File: src/rtl/alu_arbiter_if.sv
// Request/response bundle between the requesters and the shared-ALU arbiter.
// Operand fields are packed per requester: control [4i+3:4i], sources [32i+31:32i].
interface alu_arbiter_if #(
    parameter int N_REQ = 4
);
    logic [N_REQ-1:0]      req_valid;
    logic [N_REQ-1:0]      req_ready;
    logic [4*N_REQ-1:0]    req_control;
    logic [32*N_REQ-1:0]   req_src1;
    logic [32*N_REQ-1:0]   req_src2;
    logic [N_REQ-1:0]      resp_valid;
    logic [N_REQ-1:0]      resp_ready;
    logic [31:0]           resp_result;

    modport master (
        output req_valid, req_control, req_src1, req_src2, resp_ready,
        input  req_ready, resp_valid, resp_result
    );

    modport slave (
        input  req_valid, req_control, req_src1, req_src2, resp_ready,
        output req_ready, resp_valid, resp_result
    );
endinterface

File: src/rtl/alu_arbiter.sv
// Round-robin arbiter sharing one combinational ALU among N_REQ requesters.
// Operands are registered toward the ALU; the result goes back only to the issuer.
module alu_arbiter #(
    parameter int N_REQ = 4
) (
    input  logic         clk,
    input  logic         reset,
    alu_arbiter_if.slave bus,
    output logic [3:0]   alu_control,
    output logic [31:0]  alu_src1,
    output logic [31:0]  alu_src2,
    input  logic [31:0]  alu_result,
    output logic         busy,
    output logic [2:0]   grant_id,
    output logic [31:0]  op_count
);

    typedef enum logic [1:0] {
        IDLE = 2'd0,
        EXEC = 2'd1,
        RESP = 2'd2
    } state_t;

    state_t            state_q, state_d;
    logic              execPhase_q, execPhase_d;
    logic [2:0]        last_q, last_d;
    logic [2:0]        grant_q, grant_d;
    logic [3:0]        aluControl_q, aluControl_d;
    logic [31:0]       aluSrc1_q, aluSrc1_d;
    logic [31:0]       aluSrc2_q, aluSrc2_d;
    logic [31:0]       result_q, result_d;
    logic [31:0]       opCount_q, opCount_d;
    logic [N_REQ-1:0]  respValid_q, respValid_d;

    logic [7:0]        validPad;
    logic [7:0]        respReadyPad;
    logic              found;
    logic [2:0]        winner;
    logic [3:0]        cand;
    logic [3:0]        selControl;
    logic [31:0]       selSrc1;
    logic [31:0]       selSrc2;

    always_comb begin
        validPad = '0;
        validPad[N_REQ-1:0] = bus.req_valid;
        respReadyPad = '0;
        respReadyPad[N_REQ-1:0] = bus.resp_ready;
    end

    // Search starts just after the previous winner and wraps modulo N_REQ.
    always_comb begin
        found  = 1'b0;
        winner = '0;
        cand   = '0;
        for (int k = 1; k <= N_REQ; k++) begin
            cand = {1'b0, last_q} + 4'(k);
            if (cand >= 4'(N_REQ)) begin
                cand = cand - 4'(N_REQ);
            end
            if (!found && validPad[cand[2:0]]) begin
                found  = 1'b1;
                winner = cand[2:0];
            end
        end
    end

    always_comb begin
        selControl = '0;
        selSrc1    = '0;
        selSrc2    = '0;
        for (int i = 0; i < N_REQ; i++) begin
            if (winner == 3'(i)) begin
                selControl = bus.req_control[4*i +: 4];
                selSrc1    = bus.req_src1[32*i +: 32];
                selSrc2    = bus.req_src2[32*i +: 32];
            end
        end
    end

    always_comb begin
        bus.req_ready = '0;
        for (int i = 0; i < N_REQ; i++) begin
            bus.req_ready[i] = (state_q == IDLE) && found && (winner == 3'(i));
        end
    end

    // EXEC spends one cycle letting the registered operands settle through the ALU,
    // then captures the result on its second cycle.
    always_comb begin
        state_d      = state_q;
        execPhase_d  = execPhase_q;
        last_d       = last_q;
        grant_d      = grant_q;
        aluControl_d = aluControl_q;
        aluSrc1_d    = aluSrc1_q;
        aluSrc2_d    = aluSrc2_q;
        result_d     = result_q;
        opCount_d    = opCount_q;
        respValid_d  = respValid_q;

        case (state_q)
            IDLE: begin
                if (found) begin
                    aluControl_d = selControl;
                    aluSrc1_d    = selSrc1;
                    aluSrc2_d    = selSrc2;
                    grant_d      = winner;
                    last_d       = winner;
                    execPhase_d  = 1'b0;
                    state_d      = EXEC;
                end
            end
            EXEC: begin
                if (!execPhase_q) begin
                    execPhase_d = 1'b1;
                end else begin
                    execPhase_d = 1'b0;
                    result_d    = alu_result;
                    for (int i = 0; i < N_REQ; i++) begin
                        respValid_d[i] = (grant_q == 3'(i));
                    end
                    state_d = RESP;
                end
            end
            RESP: begin
                if (respReadyPad[grant_q]) begin
                    respValid_d = '0;
                    opCount_d   = opCount_q + 32'd1;
                    state_d     = IDLE;
                end
            end
            default: begin
                state_d = IDLE;
            end
        endcase
    end

    // Reset abandons any in-flight operation and points arbitration at requester 0.
    always_ff @(posedge clk) begin
        if (reset) begin
            state_q      <= IDLE;
            execPhase_q  <= 1'b0;
            last_q       <= 3'(N_REQ - 1);
            grant_q      <= '0;
            aluControl_q <= '0;
            aluSrc1_q    <= '0;
            aluSrc2_q    <= '0;
            result_q     <= '0;
            opCount_q    <= '0;
            respValid_q  <= '0;
        end else begin
            state_q      <= state_d;
            execPhase_q  <= execPhase_d;
            last_q       <= last_d;
            grant_q      <= grant_d;
            aluControl_q <= aluControl_d;
            aluSrc1_q    <= aluSrc1_d;
            aluSrc2_q    <= aluSrc2_d;
            result_q     <= result_d;
            opCount_q    <= opCount_d;
            respValid_q  <= respValid_d;
        end
    end

    assign bus.resp_valid  = respValid_q;
    assign bus.resp_result = result_q;
    assign alu_control     = aluControl_q;
    assign alu_src1        = aluSrc1_q;
    assign alu_src2        = aluSrc2_q;
    assign busy            = (state_q != IDLE);
    assign grant_id        = grant_q;
    assign op_count        = opCount_q;

endmodule

File: src/flat_wrapper.sv
// flat-port wrapper written by rule: the top's interface ports become plain ports
module alu_arbiter_flat 
#(
    parameter int N_REQ = 4
)
  (clk, reset, alu_control, alu_src1, alu_src2, alu_result, busy, grant_id, op_count, bus_req_valid, bus_req_control, bus_req_src1, bus_req_src2, bus_resp_ready, bus_req_ready, bus_resp_valid, bus_resp_result);
  alu_arbiter_if #(.N_REQ(N_REQ)) bus_i ();
  input  logic clk;
  input  logic reset;
  output logic [3:0] alu_control;
  output logic [31:0] alu_src1;
  output logic [31:0] alu_src2;
  input  logic [31:0] alu_result;
  output logic busy;
  output logic [2:0] grant_id;
  output logic [31:0] op_count;
  input wire logic [$bits(bus_i.req_valid)-1:0] bus_req_valid;
  input wire logic [$bits(bus_i.req_control)-1:0] bus_req_control;
  input wire logic [$bits(bus_i.req_src1)-1:0] bus_req_src1;
  input wire logic [$bits(bus_i.req_src2)-1:0] bus_req_src2;
  input wire logic [$bits(bus_i.resp_ready)-1:0] bus_resp_ready;
  output wire logic [$bits(bus_i.req_ready)-1:0] bus_req_ready;
  output wire logic [$bits(bus_i.resp_valid)-1:0] bus_resp_valid;
  output wire logic [$bits(bus_i.resp_result)-1:0] bus_resp_result;
  assign bus_i.req_valid = bus_req_valid;
  assign bus_i.req_control = bus_req_control;
  assign bus_i.req_src1 = bus_req_src1;
  assign bus_i.req_src2 = bus_req_src2;
  assign bus_i.resp_ready = bus_resp_ready;
  assign bus_req_ready = bus_i.req_ready;
  assign bus_resp_valid = bus_i.resp_valid;
  assign bus_resp_result = bus_i.resp_result;
  alu_arbiter #(.N_REQ(N_REQ)) u_core (.clk(clk), .reset(reset), .bus(bus_i), .alu_control(alu_control), .alu_src1(alu_src1), .alu_src2(alu_src2), .alu_result(alu_result), .busy(busy), .grant_id(grant_id), .op_count(op_count));
endmodule
File: config.mk
export PLATFORM = sky130hd
export DESIGN_NAME = alu_arbiter_flat
export DESIGN_NICKNAME = d
export VERILOG_FILES = /design/src/rtl/alu_arbiter_if.sv /design/src/rtl/alu_arbiter.sv /design/src/flat_wrapper.sv
export SDC_FILE = /design/constraint.sdc
export NUM_CORES = 1
export LEC_CHECK = 0
export CAP_MARGIN = 25
export CORE_AREA = 2 2 179 181
export CTS_CLUSTER_DIAMETER = 50
export DETAILED_ROUTE_END_ITERATION = 6
export DIE_AREA = 0 0 181 183
export GPL_ROUTABILITY_DRIVEN = 0
export PLACE_DENSITY = 0.65
export SETUP_SLACK_MARGIN = 0.1
export SKIP_LAST_GASP = 1
export SYNTH_ARGS = -nofsm -noshare
export SYNTH_HDL_FRONTEND = slang
export SYNTH_SLANG_ARGS = --single-unit
File: constraint.sdc
create_clock -name clk -period 3.35 [get_ports clk]
set_clock_uncertainty 0.15 [all_clocks]
set_input_delay 0.335 -clock clk [delete_from_list [all_inputs] [get_ports clk]]
set_output_delay 0.335 -clock clk [all_outputs]
set_load 0.05 [all_outputs]
; ---- After elaboration in Yosys (flattened, before gate mapping)
; Cells that the tools add are included.
[op_classes]
n_addsub = 9
order_cmp = 9
reduce_logical = 23
mux = 44
n_eq_ne = 11
[ops]
columns = op, count
row1 = 2-to-1 mux 32 bit, 8
row2 = adder 32 x 1 -> 32 bit (second input constant), 1
row3 = 2-to-1 mux 3 bit, 8
row4 = 2-to-1 mux 4 bit, 6
row5 = less-than comparator 3 x 4 -> 1 bit (second input constant), 5
row6 = greater-or-equal comparator 4 x 3 -> 1 bit (second input constant), 4
row7 = binary-select mux 1 bit (select 3 bit), 5
row8 = equality test 3 x 2 -> 1 bit (second input constant), 4
row9 = subtractor 3 bit (second input constant), 4
row10 = 2-to-1 mux 1 bit, 11
row11 = adder 3 x 2 -> 4 bit (second input constant), 2
row12 = logical AND 1 bit, 8
row13 = one-hot mux 4 bit (2 select lines), 1
row14 = AND reduction 2 bit, 4
row15 = equality test 3 x 1 -> 1 bit (second input constant), 2
row16 = logical NOT 3 bit, 2
row17 = 2-to-1 mux 2 bit, 3
row18 = inequality test 2 x 1 -> 1 bit (second input constant), 3
row19 = one-hot mux 2 bit (3 select lines), 1
row20 = AND reduction 3 bit, 2
row21 = nonzero test 2 bit, 3
row22 = adder 3 x 1 -> 4 bit (second input constant), 1
row23 = adder 3 x 3 -> 4 bit (second input constant), 1
row24 = logical NOT 1 bit, 3
row25 = other kinds (4), 4
[totals]
input_bits = 314
out_inout_bits = 144
reg_bits = 145

; ---- Logic depth before layout (Yosys ltp)
[logic_depth]
ltp_word = 20
mapped_depth = 13

; ---- Worst setup path before layout
; OpenSTA, ideal clock, no wires.
[synth_path]
path_type = register -> output
startpoint = reg u_core.last_q[0]
endpoint = out bus_req_ready[0]
path_slack_ps = -350
path_stages_with_launch = 11
required_time_ps = 2865
t_arrival_ps = 3215
path_cell_list = dfxtp_1 > buf_4 > inv_1 > ha_1 > clkbuf_1 > mux2_2 > a21oi_1 > a2111oi_2 > buf_4 > buf_2 > nor3_1
[synth_between]
elab_chain_cells = 17
elab_cells_between_ends = 41
cone_classes = 8 x add/sub / 4 x order compare / 20 x mux / 9 x reduce/logical
[synth_rtl]
columns = item, line
row1 = start: declaration, alu_arbiter.sv:26  ; logic [2:0] last_q, last_d;
row2 = start signal: assignment, alu_arbiter.sv:144  ; last_q <= 3'(N_REQ - 1);
row3 = start signal: assignment, alu_arbiter.sv:155  ; last_q <= last_d;
row4 = adder 3 x 1 -> 4 bit, alu_arbiter.sv:57  ; cand = {1'b0, last_q} + 4'(k);
row5 = greater-or-equal comparator 4 x 3 -> 1 bit or subtractor 3 bit (tied branches), "alu_arbiter.sv:58, alu_arbiter.sv:59"
row6 = 2-to-1 mux 3 bit, alu_arbiter.sv:58  ; if (cand >= 4'(N_REQ)) begin
row7 = binary-select mux 1 bit (select 3 bit), alu_arbiter.sv:61  ; if (!found && validPad[cand[2:0]]) begin
row8 = 2-to-1 mux 1 bit (not written as such), alu_arbiter.sv:61
row9 = 2-to-1 mux 1 bit, alu_arbiter.sv:61
row10 = logical NOT 1 bit, alu_arbiter.sv:61
row11 = logical AND 1 bit, alu_arbiter.sv:61
row12 = 2-to-1 mux 1 bit, alu_arbiter.sv:61
row13 = logical NOT 1 bit, alu_arbiter.sv:61
row14 = logical AND 1 bit, alu_arbiter.sv:61
row15 = 2-to-1 mux 1 bit, alu_arbiter.sv:61
row16 = logical NOT 1 bit, alu_arbiter.sv:61
row17 = logical AND 1 bit, alu_arbiter.sv:61
row18 = 2-to-1 mux 3 bit or 2-to-1 mux 1 bit (tied branches), alu_arbiter.sv:61
row19 = logical NOT 3 bit or logical AND 1 bit (tied branches), alu_arbiter.sv:84  ; bus.req_ready[i] = (state_q == IDLE) && found && (winner == 3'(i));
row20 = logical AND 1 bit (*), alu_arbiter.sv:84
row21 = end: declaration, flat_wrapper.sv:22  ; output wire logic [$bits(bus_i.req_ready)-1:0] bus_req_ready;
; Mark *: on every way between the ends. The rest lies on a longest branch, timed or not. The select of a mux whose other input is x is not followed.

; ---- Worst setup path in the final report
[layout_path]
startpoint = reg u_core.last_q[0]
endpoint = out bus_req_ready[3]
[layout_between]
elab_chain_cells = 17
elab_cells_between_ends = 41
cone_classes = 8 x add/sub / 4 x order compare / 1 x eq/ne / 20 x mux / 8 x reduce/logical
[layout_rtl]
columns = item, line
row1 = adder 3 x 1 -> 4 bit, alu_arbiter.sv:57
row2 = greater-or-equal comparator 4 x 3 -> 1 bit or subtractor 3 bit (tied branches), "alu_arbiter.sv:58, alu_arbiter.sv:59"
row3 = 2-to-1 mux 3 bit, alu_arbiter.sv:58
row4 = binary-select mux 1 bit (select 3 bit), alu_arbiter.sv:61
row5 = 2-to-1 mux 1 bit (not written as such), alu_arbiter.sv:61
row6 = 2-to-1 mux 1 bit, alu_arbiter.sv:61
row7 = logical NOT 1 bit, alu_arbiter.sv:61
row8 = logical AND 1 bit, alu_arbiter.sv:61
row9 = 2-to-1 mux 1 bit, alu_arbiter.sv:61
row10 = logical NOT 1 bit, alu_arbiter.sv:61
row11 = logical AND 1 bit, alu_arbiter.sv:61
row12 = 2-to-1 mux 1 bit, alu_arbiter.sv:61
row13 = logical NOT 1 bit, alu_arbiter.sv:61
row14 = logical AND 1 bit, alu_arbiter.sv:61
row15 = 2-to-1 mux 3 bit or 2-to-1 mux 1 bit (tied branches), alu_arbiter.sv:61
row16 = equality test 3 x 2 -> 1 bit or logical AND 1 bit (tied branches), alu_arbiter.sv:84
row17 = logical AND 1 bit (*), alu_arbiter.sv:84
; Marked as above.

==> results.py <==
metrics = {
    "critical_path": {
        "cpMostUsedCell": "and3_4",
        "critPathMaxStageDelay_ns": 0.39,
        "cpMaxStageDelayCell": "a2111oi_4",
        "arrival_ns": 2.66,
        "cp-end-kind": "primary output",
        "critPathKind": "flop to primary output",
        "path_max_fanout": 6,
        "cp.required_ns": 2.86,
        "critical_path.cell_chain": "inv_4 -> ha_4 -> buf_6 -> mux2_2 -> and3_4 -> a2111oi_4 -> clkbuf_16 -> and3_4 -> buf_12",
        "startpoint_type": "flop",
    },
    "clock_tree": {
        "hold_buffers": 0,
        "cts_tree": "yes",
        "cts.path.max_buffers": 2,
        "cts-root-buf": "clkbuf_16",
        "path_clk_slew_ns": 0.07,
        "numCtsBuffers": 17,
        "cts-htree-levels": 4,
        "clk_latency_ns": 0.42,
        "cts.sinks": 144,
    },
    "detailed_routing": {
        "vias": 7682,
        "vias_per_cell": 4.60,
        "routed_wl_um": 29300,
        "antenna_left": 0,
        "wl_per_cell_um": 17.6,
        "drtIter0Drc": 294,
        "drc_errors": 0,
        "drtPass1Iterations": 4,
    },
    "die": {
        "fp-row-count": 65,
        "die_w_um": 181,
        "dieArea_um2": 33100,
        "fp.coreArea_um2": 31200,
        "top_level_ports": 458,
        "fp.dieH_um": 183,
        "start_util_pct": 23.6,
    },
    "global_routing": {
        "antenna_found_initial": 4,
        "grt_pass1_wl_um": 43900,
        "grt_pass1_vias": 7755,
        "grt_overflow_total": 0,
        "grt_util_all_layers_pct": 17.1,
        "grt_max_degree": 73,
    },
    "placement": {
        "dp.cells": 1624,
        "pre_cts_slack_ns": -0.0109,
        "dp_hpwl_um": 22200,
        "io_buffers": 457,
    },
    "pwr": {
        "p_sw_w": 0.00485,
        "total_leakage_power_nw": 4.98,
        "seqPwrFrac_pct": 21.3,
        "pwr_density_cell_nw_per_um2": 823,
        "pwr-share-clk_pct": 18.1,
        "peakVddDrop_mv": 0.477,
        "comb_power_share_pct": 60.5,
        "p_sw_share_pct": 44.6,
        "intPower_w": 0.00603,
    },
    "layout": {
        "layout-drive-gt1-share_pct": 9.33,
        "nNetsFinal": 1573,
        "final_cells": 1669,
        "area_delta_synth_final_pct": 79.4,
    },
    "yosys": {
        "synth_area_um2": 7370,
        "synth_top_cell_area_share_pct": 39.1,
        "synth.distinct_cells": 43,
        "synth-edff-count": 0,
        "ys_seq_area_share_pct": 39.1,
        "async_flop_share_pct": 0,
        "synth-seq-cells": 144,
        "syn_nets": 1108,
        "synth_area_leader_cell": "dfxtp_1",
        "synthFlopType": "dfxtp_1",
        "synth_cells": 787,
        "avgSynthCellArea_um2": 9.37,
        "yosysWarnings": 0,
        "yosys-top-cells-area": "dfxtp_1 39%, mux2i_1 19%, nand2_1 8.1%",
    },
    "sta": {
        "setup_violations": 0,
        "rsz0062_at_grt": "false",
        "maxSlewHeadroom_pct": 49.6,
        "fin_crit_ns": 3.15,
        "fin_ws_ns": 0.203,
        "max_freq_mhz": 318,
        "hold_violations": 0,
        "drv_slew": 0,
        "worst_pin_slew_ns": 0.757,
        "finalCritPeriodShare_pct": 94.0,
    },
    "job": {
        "cap_viol_max_count": 0,
    },
    "hold_path": {
        "hp-class": "input pin to flop",
    },
    "outcome": {
        "status": "finished clean",
    },
}
cells in the mapped netlist, drive strengths merged (2+ instances only):
library cell and instances:
nor3 6, and2 3, or3 2, xnor2 10, o21ai 5, mux4 4
nor2b 4, clkbuf 33, and3 9, mux2 6, a31oi 3, or4b 2
a22oi 2, nand3 16, nand2 160, a21oi 41, and4 4, nor2 44
nor4 3, mux2i 140, xor2 21, dfxtp 144, nand4 6, nand2b 4
o221ai 68, buf 24, inv 9, ha 7
worst max-delay path: cells and delay by family, from the launching register on:
kind / cells / cell delay (ns)
AOI/OAI and AO/OA: 1 / 0.39
muxes: 1 / 0.33
buffers and inverters: 4 / 0.51
adders and majority gates: 1 / 0.27
and+or+nand+nor: 2 / 0.37
DFF: 1 / 0.37
state kept, by name, indices dropped and copies added, names as in the netlist:
| register | cells |
|---|---|
| u_core.op_count | 32 |
| u_core.bus.resp_valid | 4 |
| u_core.alu_src1 | 32 |
| u_core.bus.resp_result | 32 |
| u_core.last_q | 2 |
| u_core.grant_id | 3 |
| u_core.state_q | 2 |
| u_core.execPhase_q | 1 |
| u_core.alu_control | 4 |
| u_core.alu_src2 | 32 |
layer usage:
layer / track usage (%) / vias to the layer above / wire length [µm]
met1: 18.6 / 3554 / 11400
met5: 0 / - / 27
met4: 6.02 / 4 / 747
met2: 30.5 / 314 / 14600
met3: 6.25 / 43 / 2500
li1: - / 3767 / -
per-stage QoR:
stage / TNS [ns] / area, µm² / power [W] / hold WS, ns / util [%]
2_1_floorplan: 0 / 7390 / 0.00690 / 0.303 / -
3_3_place_gp: 0 / 12400 / 0.00864 / 0.289 / 39.8
3_5_place_dp: -0.0109 / 12500 / 0.00872 / 0.295 / 39.9
4_1_cts: 0 / 13100 / 0.0109 / 0.120 / 42.1
5_1_grt: 0 / 13200 / 0.0115 / 0.152 / 42.3
6_report: 0 / 13200 / 0.0109 / 0.151 / 42.3
power groups by stage:
stage / Clock [W] / Sequential [W] / Combinational, W
3_3_place_gp: 0 / 0.00234 / 0.00630
5_1_grt: 0.00212 / 0.00236 / 0.00701
2_1_floorplan: 0 / 0.00338 / 0.00352
3_5_place_dp: 0 / 0.00234 / 0.00638
4_1_cts: 0.00204 / 0.00232 / 0.00657
6_report: 0.00197 / 0.00232 / 0.00659
worst paths after layout:
check / startpoint / to / slack [ns] / depth (start not counted)
max: u_core.last_q[0]$_SDFFE_PP1P_ / bus_req_ready[3] / 0.20 / 9
min: reset / u_core.last_q[1]$_SDFFE_PP1P_ / 0.15 / 3
max reg2reg: u_core.last_q[0]$_SDFFE_PP1P_ / u_core.alu_src2[11]$_SDFFE_PP0P_ / 0.26 / 11
min reg2reg: u_core.bus.resp_result[27]$_SDFFE_PP0P_ / u_core.bus.resp_result[27]$_SDFFE_PP0P_ / 0.30 / 2
logic make-up after synthesis:
family / Yosys count / share of synthesized area (%)
flops: 144 / 39.1
compound gates: 124 / 13.2
mux: 150 / 21.1
xor+xnor: 31 / 3.68
simple gates: 265 / 15.5
buf+inv: 66 / 6.19
fa+ha+maj: 7 / 1.19
layout make-up:
type                            instances  area [µm²]
Clock buffer                           17         425
Antenna cell                            2        5.00
Multi-Input combinational cell        577        4120
Sequential cell                       144        2890
Fill cell                            3076       18000
Inverter                                9        38.8
Clock inverter                         15         166
Timing Repair Buffer                  503        5080
Tap cell                              402         503
repair_timing:
item | CTS | global route
pin swaps | 1 | 3
buffers inserted | 4 | 6
endpoints found under the setup margin | 5 | 47
resized for setup | 5 | 9
gates cloned | 1 | 0
layout by cell type (no fill, tap or decap), types with 7 or more instances in the layout:
cell type and count:
inv_1 7, clkbuf_16 18, and3_1 7, nor2_1 43
buf_12 9, a21oi_1 40, clkdlybuf4s50_1 452, o221ai_1 58
nand2_1 160, buf_4 37, mux2i_1 139, dfxtp_1 142
xnor2_1 10, o221ai_2 10, xor2_1 21, nand3_1 16
Note: power is estimated with default switching activity, not from simulation.
